===== src/rtl/picorv32_mem_protocol_monitor.sv =====
// Passive PicoRV32 native memory bus checker.
// Sticky protocol errors, first-error record, traffic and latency counters.
module picorv32_mem_protocol_monitor #(
  parameter int DATA_W      = 32,
  parameter int ADDR_W      = 32,
  parameter int TIMEOUT     = 50,
  parameter int CNT_W       = 16,
  parameter int CHECK_WDATA = 1
) (
  input  logic                clk,
  input  logic                resetn,
  input  logic                mem_valid,
  input  logic                mem_instr,
  input  logic                mem_ready,
  input  logic [ADDR_W-1:0]   mem_addr,
  input  logic [DATA_W-1:0]   mem_wdata,
  input  logic [DATA_W/8-1:0] mem_wstrb,
  input  logic                err_clr,
  output logic [9:0]          err_flags,
  output logic                err_irq,
  output logic [3:0]          first_err_code,
  output logic [ADDR_W-1:0]   first_err_addr,
  output logic [CNT_W-1:0]    ifetch_cnt,
  output logic [CNT_W-1:0]    load_cnt,
  output logic [CNT_W-1:0]    store_cnt,
  output logic [CNT_W-1:0]    max_lat
);

  localparam int SW = DATA_W / 8;
  localparam int AL = $clog2(SW);
  localparam logic [CNT_W-1:0] CMAX = '1;
  localparam logic [CNT_W-1:0] TMO  = CNT_W'(TIMEOUT);
  localparam logic [CNT_W-1:0] ONE  = CNT_W'(1);

  typedef enum logic {IDLE, PEND} state_t;

  state_t            state, state_n;
  logic [CNT_W-1:0]  lat, lat_n, lat_inc, done_lat;
  logic              snap_en, done;
  logic [ADDR_W-1:0] s_addr;
  logic [DATA_W-1:0] s_wdata;
  logic [SW-1:0]     s_wstrb;
  logic              s_instr;
  logic [9:0]        errs, flags_n;
  logic [3:0]        code_n;
  logic              rec, pend, pend_v;

  function automatic logic strb_legal(input logic [SW-1:0] s);
    logic          ok;
    logic [SW-1:0] m;
    ok = 1'b0;
    for (int k = 0; k <= AL; k++) begin
      for (int p = 0; p < SW; p += (1 << k)) begin
        m = SW'(((64'd1 << (1 << k)) - 64'd1) << p);
        if (s == m) ok = 1'b1;
      end
    end
    return ok;
  endfunction

  function automatic logic [CNT_W-1:0] sinc(input logic [CNT_W-1:0] c);
    return (c == CMAX) ? c : c + ONE;
  endfunction

  assign lat_inc = sinc(lat);
  assign pend    = (state == PEND);
  assign pend_v  = pend & mem_valid;

  always_comb begin
    state_n  = state;
    lat_n    = lat;
    snap_en  = 1'b0;
    done     = 1'b0;
    done_lat = lat_inc;
    unique case (state)
      IDLE: begin
        if (mem_valid && mem_ready) begin
          done     = 1'b1;
          done_lat = ONE;
        end else if (mem_valid) begin
          state_n = PEND;
          snap_en = 1'b1;
          lat_n   = ONE;
        end
      end
      PEND: begin
        lat_n = lat_inc;
        if (!mem_valid) begin
          state_n = IDLE;
        end else if (mem_ready) begin
          done    = 1'b1;
          state_n = IDLE;
        end
      end
      default: state_n = IDLE;
    endcase
  end

  always_comb begin
    errs    = '0;
    errs[0] = mem_ready & ~mem_valid;
    errs[1] = pend & ~mem_valid;
    errs[2] = pend_v & (mem_addr != s_addr);
    errs[3] = pend_v & (mem_wstrb != s_wstrb);
    errs[4] = pend_v & (mem_instr != s_instr);
    errs[5] = (CHECK_WDATA != 0) & pend_v & (|s_wstrb)
            & (mem_wdata != s_wdata);
    errs[6] = mem_valid & (|mem_addr[AL-1:0]);
    errs[7] = mem_valid & (|mem_wstrb) & ~strb_legal(mem_wstrb);
    errs[8] = mem_valid & mem_instr & (|mem_wstrb);
    // lat passes TIMEOUT once, so this fires once per transaction
    errs[9] = pend & (lat == TMO) & ~mem_ready;
  end

  always_comb begin
    code_n = 4'd0;
    for (int i = 9; i >= 0; i--) begin
      if (errs[i]) code_n = 4'(i);
    end
    flags_n = (err_clr ? 10'd0 : err_flags) | errs;
    rec     = (|errs) & (err_clr | ~(|err_flags));
  end

  always_ff @(posedge clk or negedge resetn) begin
    if (!resetn) begin
      state   <= IDLE;
      lat     <= '0;
      s_addr  <= '0;
      s_wdata <= '0;
      s_wstrb <= '0;
      s_instr <= 1'b0;
    end else begin
      state <= state_n;
      lat   <= lat_n;
      if (snap_en) begin
        s_addr  <= mem_addr;
        s_wdata <= mem_wdata;
        s_wstrb <= mem_wstrb;
        s_instr <= mem_instr;
      end
    end
  end

  always_ff @(posedge clk or negedge resetn) begin
    if (!resetn) begin
      err_flags      <= '0;
      err_irq        <= 1'b0;
      first_err_code <= '0;
      first_err_addr <= '0;
    end else begin
      err_flags <= flags_n;
      err_irq   <= |flags_n;
      if (rec) begin
        first_err_code <= code_n;
        first_err_addr <= mem_addr;
      end else if (err_clr) begin
        first_err_code <= '0;
        first_err_addr <= '0;
      end
    end
  end

  always_ff @(posedge clk or negedge resetn) begin
    if (!resetn) begin
      ifetch_cnt <= '0;
      load_cnt   <= '0;
      store_cnt  <= '0;
      max_lat    <= '0;
    end else if (done) begin
      if (mem_instr) ifetch_cnt <= sinc(ifetch_cnt);
      else if (mem_wstrb == '0) load_cnt <= sinc(load_cnt);
      else store_cnt <= sinc(store_cnt);
      if (done_lat > max_lat) max_lat <= done_lat;
    end
  end

endmodule


===== config.mk =====
export PLATFORM = sky130hd
export DESIGN_NAME = picorv32_mem_protocol_monitor
export DESIGN_NICKNAME = d
export VERILOG_FILES = /design/src/rtl/picorv32_mem_protocol_monitor.sv
export SDC_FILE = /design/constraint.sdc
export NUM_CORES = 1
export LEC_CHECK = 0
export ABC_AREA = 0
export CELL_PAD_IN_SITES_DETAIL_PLACEMENT = 2
export CELL_PAD_IN_SITES_GLOBAL_PLACEMENT = 2
export CORE_UTILIZATION = 31
export CTS_CLUSTER_DIAMETER = 40
export DETAILED_ROUTE_END_ITERATION = 8
export PLACE_DENSITY = 0.86
export SLEW_MARGIN = 20
export SYNTH_ARGS = -nofsm -noshare
export SYNTH_HDL_FRONTEND = slang
export SYNTH_SLANG_ARGS = --single-unit

===== constraint.sdc =====
create_clock -name clk -period 3.7 [get_ports clk]
set_input_delay 0.74 -clock clk [delete_from_list [all_inputs] [get_ports clk]]
set_output_delay 0.74 -clock clk [all_outputs]
set_load 0.005 [all_outputs]

==> flow_summary.toml <==
[placement]
place_area_um2 = 12300
place_hpwl_mm = 22.8
portBuffers = 184
place.gp.congestion = 0.849

[hold_path]
hp-class = "input port to async pin"

[yosys]
synth_edf_count = 0
synth-async-reset-ratio_pct = 100
ys_seq_area_share_pct = 50.4
ys_top_cells_by_area = "dfrtp_1, mux2_2, xnor2_1"
synth_top_area_share_pct = 50.4
synth.largest_area_cell = "dfrtp_1"
ys_warn_count = 0
syn-instance-count = 854
synthFlopType = "dfrtp_1"
syn-num-nets = 949
yosysUniqueCellTypes = 49
syn_area_um2 = 9780
syn_avg_cell_area_um2 = 11.4
ys_ff_latch = 197

[run]
maxCapViolCount = 0

[outcome]
outcome = "finished with violations"
violations = "DRC"

[pwr]
power_leakage_uw = 0.00544
peakVddDrop_v = 0.000332
p_per_area_nw_per_um2 = 496
total_power_uw = 6440

[drt]
vias_per_cell = 5.01
wl_met3_mm = 1.47
ant_nets = 0
vias = 7381
wl_met2_mm = 16.1
drt-met1-wl_mm = 12.7
top_layer_used = "met4"
wire_per_inst_um = 20.9
drt_iter0_drc = 278
drc = 7
drt_pass1_iterations = 8
routed_wl_mm = 30.7

[sta]
period_share_pct = 96.2
drv_slew = 0
worstMarginPinSlew_ns = 0.904
slew_headroom_pct = 38.8
setup_violations = 0
fmaxAchievable_mhz = 281
finalHoldViolCount = 0
skew_ns = 0.0138
min_period_ns = 3.56
finalSetupTns_ns = 0

[die]
die_y_um = 180
row_count = 64
core_area_um2 = 30800
dieArea_um2 = 32300
die_x_um = 180
ios = 185
initial_core_util_pct = 31.7

[global_routing]
grt_first_pass_wirelength_mm = 48.8
grt_antenna_before_repair = 0
grt_overflow = 0
grt_pass1_vias = 8420
grt.total_usage_pct = 19.4
grt_max_degree = 85

[setup_path]
r2r-end = "max_lat[13]"
crit_type = "register to register"
critPathRequiredTime_ns = 4.03
crit_path_max_fanout = 9
reg2regPathDepth = 14
worstSetupStartpointType = "register"
r2r-start = "lat[9]"
end_kind = "register"
critical-path-max-stage-delay_ns = 0.42
path_buf_inv = 1
cp_slowest_cell = "or3_1"
crit_top_cell = "nor2_1"
r2r_slack_ns = 0.14
cp_top_family = "simple AND/OR/NAND/NOR gates"
cp_cell_sequence = "and4_1 > and3_1 > and3_2 > nor3_2 > xnor2_1 > nor2_1 > ha_1 > nand4_1 > nor2_1 > nand2_1 > or3_1 > a31oi_4 > buf_6 > mux2_2"
worstPathArrival_ns = 3.89

[cells_and_area]
final_layout_size_suffix_gt1_share_pct = 19.0
area_growth_pct = 32.8
fin_nets = 1162
design_area_um2 = 13000
diodes = 0

[clock_tree]
clockBufferDepth = 2
cts_hold_buffers = 0
numCtsBuffers = 17
clk_pin_slew_worst_paths_ns = 0.08
cts_sinks = 197
root_buffer = "clkbuf_16"
clock_latency_ns = 0.44
cts_tree = "done"
cts-htree-levels = 4
[cell usage after synthesis, drive strengths merged (7+ instances only)]
cell	count
a21o	10
and2	8
nand2	53
nor2	45
nor3	10
ha	21
o22ai	7
dfrtp	197
clkbuf	22
a21oi	14
inv	31
xor2	13
mux2i	7
nand4	36
nor2b	35
xnor2	112
o21ai	19
nor4	10
mux2	119
nand3	19
and3	16
[flip-flops by register name, summed over array words and instances, names as in the netlist, 4 cells and up]
| register | cells |
|---|---|
| load_cnt | 16 |
| first_err_code | 4 |
| s_addr | 32 |
| ifetch_cnt | 16 |
| s_wstrb | 4 |
| max_lat | 16 |
| err_flags | 10 |
| first_err_addr | 32 |
| store_cnt | 16 |
| s_wdata | 32 |
| lat | 16 |
[logic make-up after synthesis]
logic type / Yosys count / share of synthesized area [%]
xor+xnor: 125 / 11.2
simple gates: 251 / 13.6
fa+ha+maj: 21 / 2.69
buf+inv: 60 / 2.41
flops: 197 / 50.4
compound gates: 74 / 5.26
mux: 126 / 14.4
[layer usage]
metal,vias to the layer above,global-route usage [%]
met5,-,0
met1,3825,22.8
li1,3389,-
met2,142,35.3
met3,25,4.58
met4,0,5.34
[worst register-to-register path: stages, from the launching register on]
cell and delay [ns]:
dfrtp_1 0.41, and4_1 0.26, and3_1 0.25, and3_2 0.28
nor3_2 0.26, xnor2_1 0.15, nor2_1 0.08, ha_1 0.31
nand4_1 0.10, nor2_1 0.12, nand2_1 0.10, or3_1 0.42
a31oi_4 0.21, buf_6 0.18, mux2_2 0.34
[worst max path at each step]
stage | startpoint | endpoint | cells past startpoint
after detailed placement | mem_valid | max_lat[1] | 13
after global placement | mem_valid | max_lat[13] | 13
final | lat[9] | max_lat[13] | 14
after floorplan | lat[6] | max_lat[10] | 16
after global routing | lat[9] | max_lat[4] | 14
after CTS | lat[9] | max_lat[1] | 14
[power breakdown]
part,leakage (µW),internal [µW],switching [µW]
registers,0.00251,2470,277
logic,0.00265,979,756
clock network,0.000276,1100,867
[what timing repair did]
action | 4_1_cts | 5_1_grt
endpoints found under the setup margin | 0 | 15
resized for setup | 0 | 11
buffers inserted | 0 | 4
[placed cells by master, fill, tap and decap left out, types with 8 or more instances in the layout]
cell type and count:
xor2_1 13, buf_4 33, inv_1 31, nor2b_1 35, mux2_2 119, and2_1 8
a21o_1 10, clkbuf_16 17, nor4_1 10, ha_1 21, nor2_1 43, nand4_1 35
nand2_1 53, clkdlybuf4s50_1 183, o21ai_0 19, nand3_1 18, xnor2_1 112, a21oi_1 14
dfrtp_1 197, and3_1 15
[per-stage QoR]
step	worst slack [ns]	cells	utilization [%]	hold WS, ns
3_5_place_dp	-0.0791	1440	39.9	0.485
2_1_floorplan	0.00430	854	-	0.444
4_1_cts	0.0887	1470	41.9	0.293
6_report	0.139	1474	42.1	0.276
5_1_grt	-0.0528	1474	42.1	0.301
3_3_place_gp	0.108	1440	39.9	0.477
[layout make-up]
cell class	instances	area [µm²]
clock buffers	19	453
clock inverters	11	153
flip-flops and latches	197	4930
multi-input cells	597	4660
inverters	32	120
fillers	3176	17800
repair buffers	222	2180
well taps	396	495
Power figures use the tool's default switching activity.
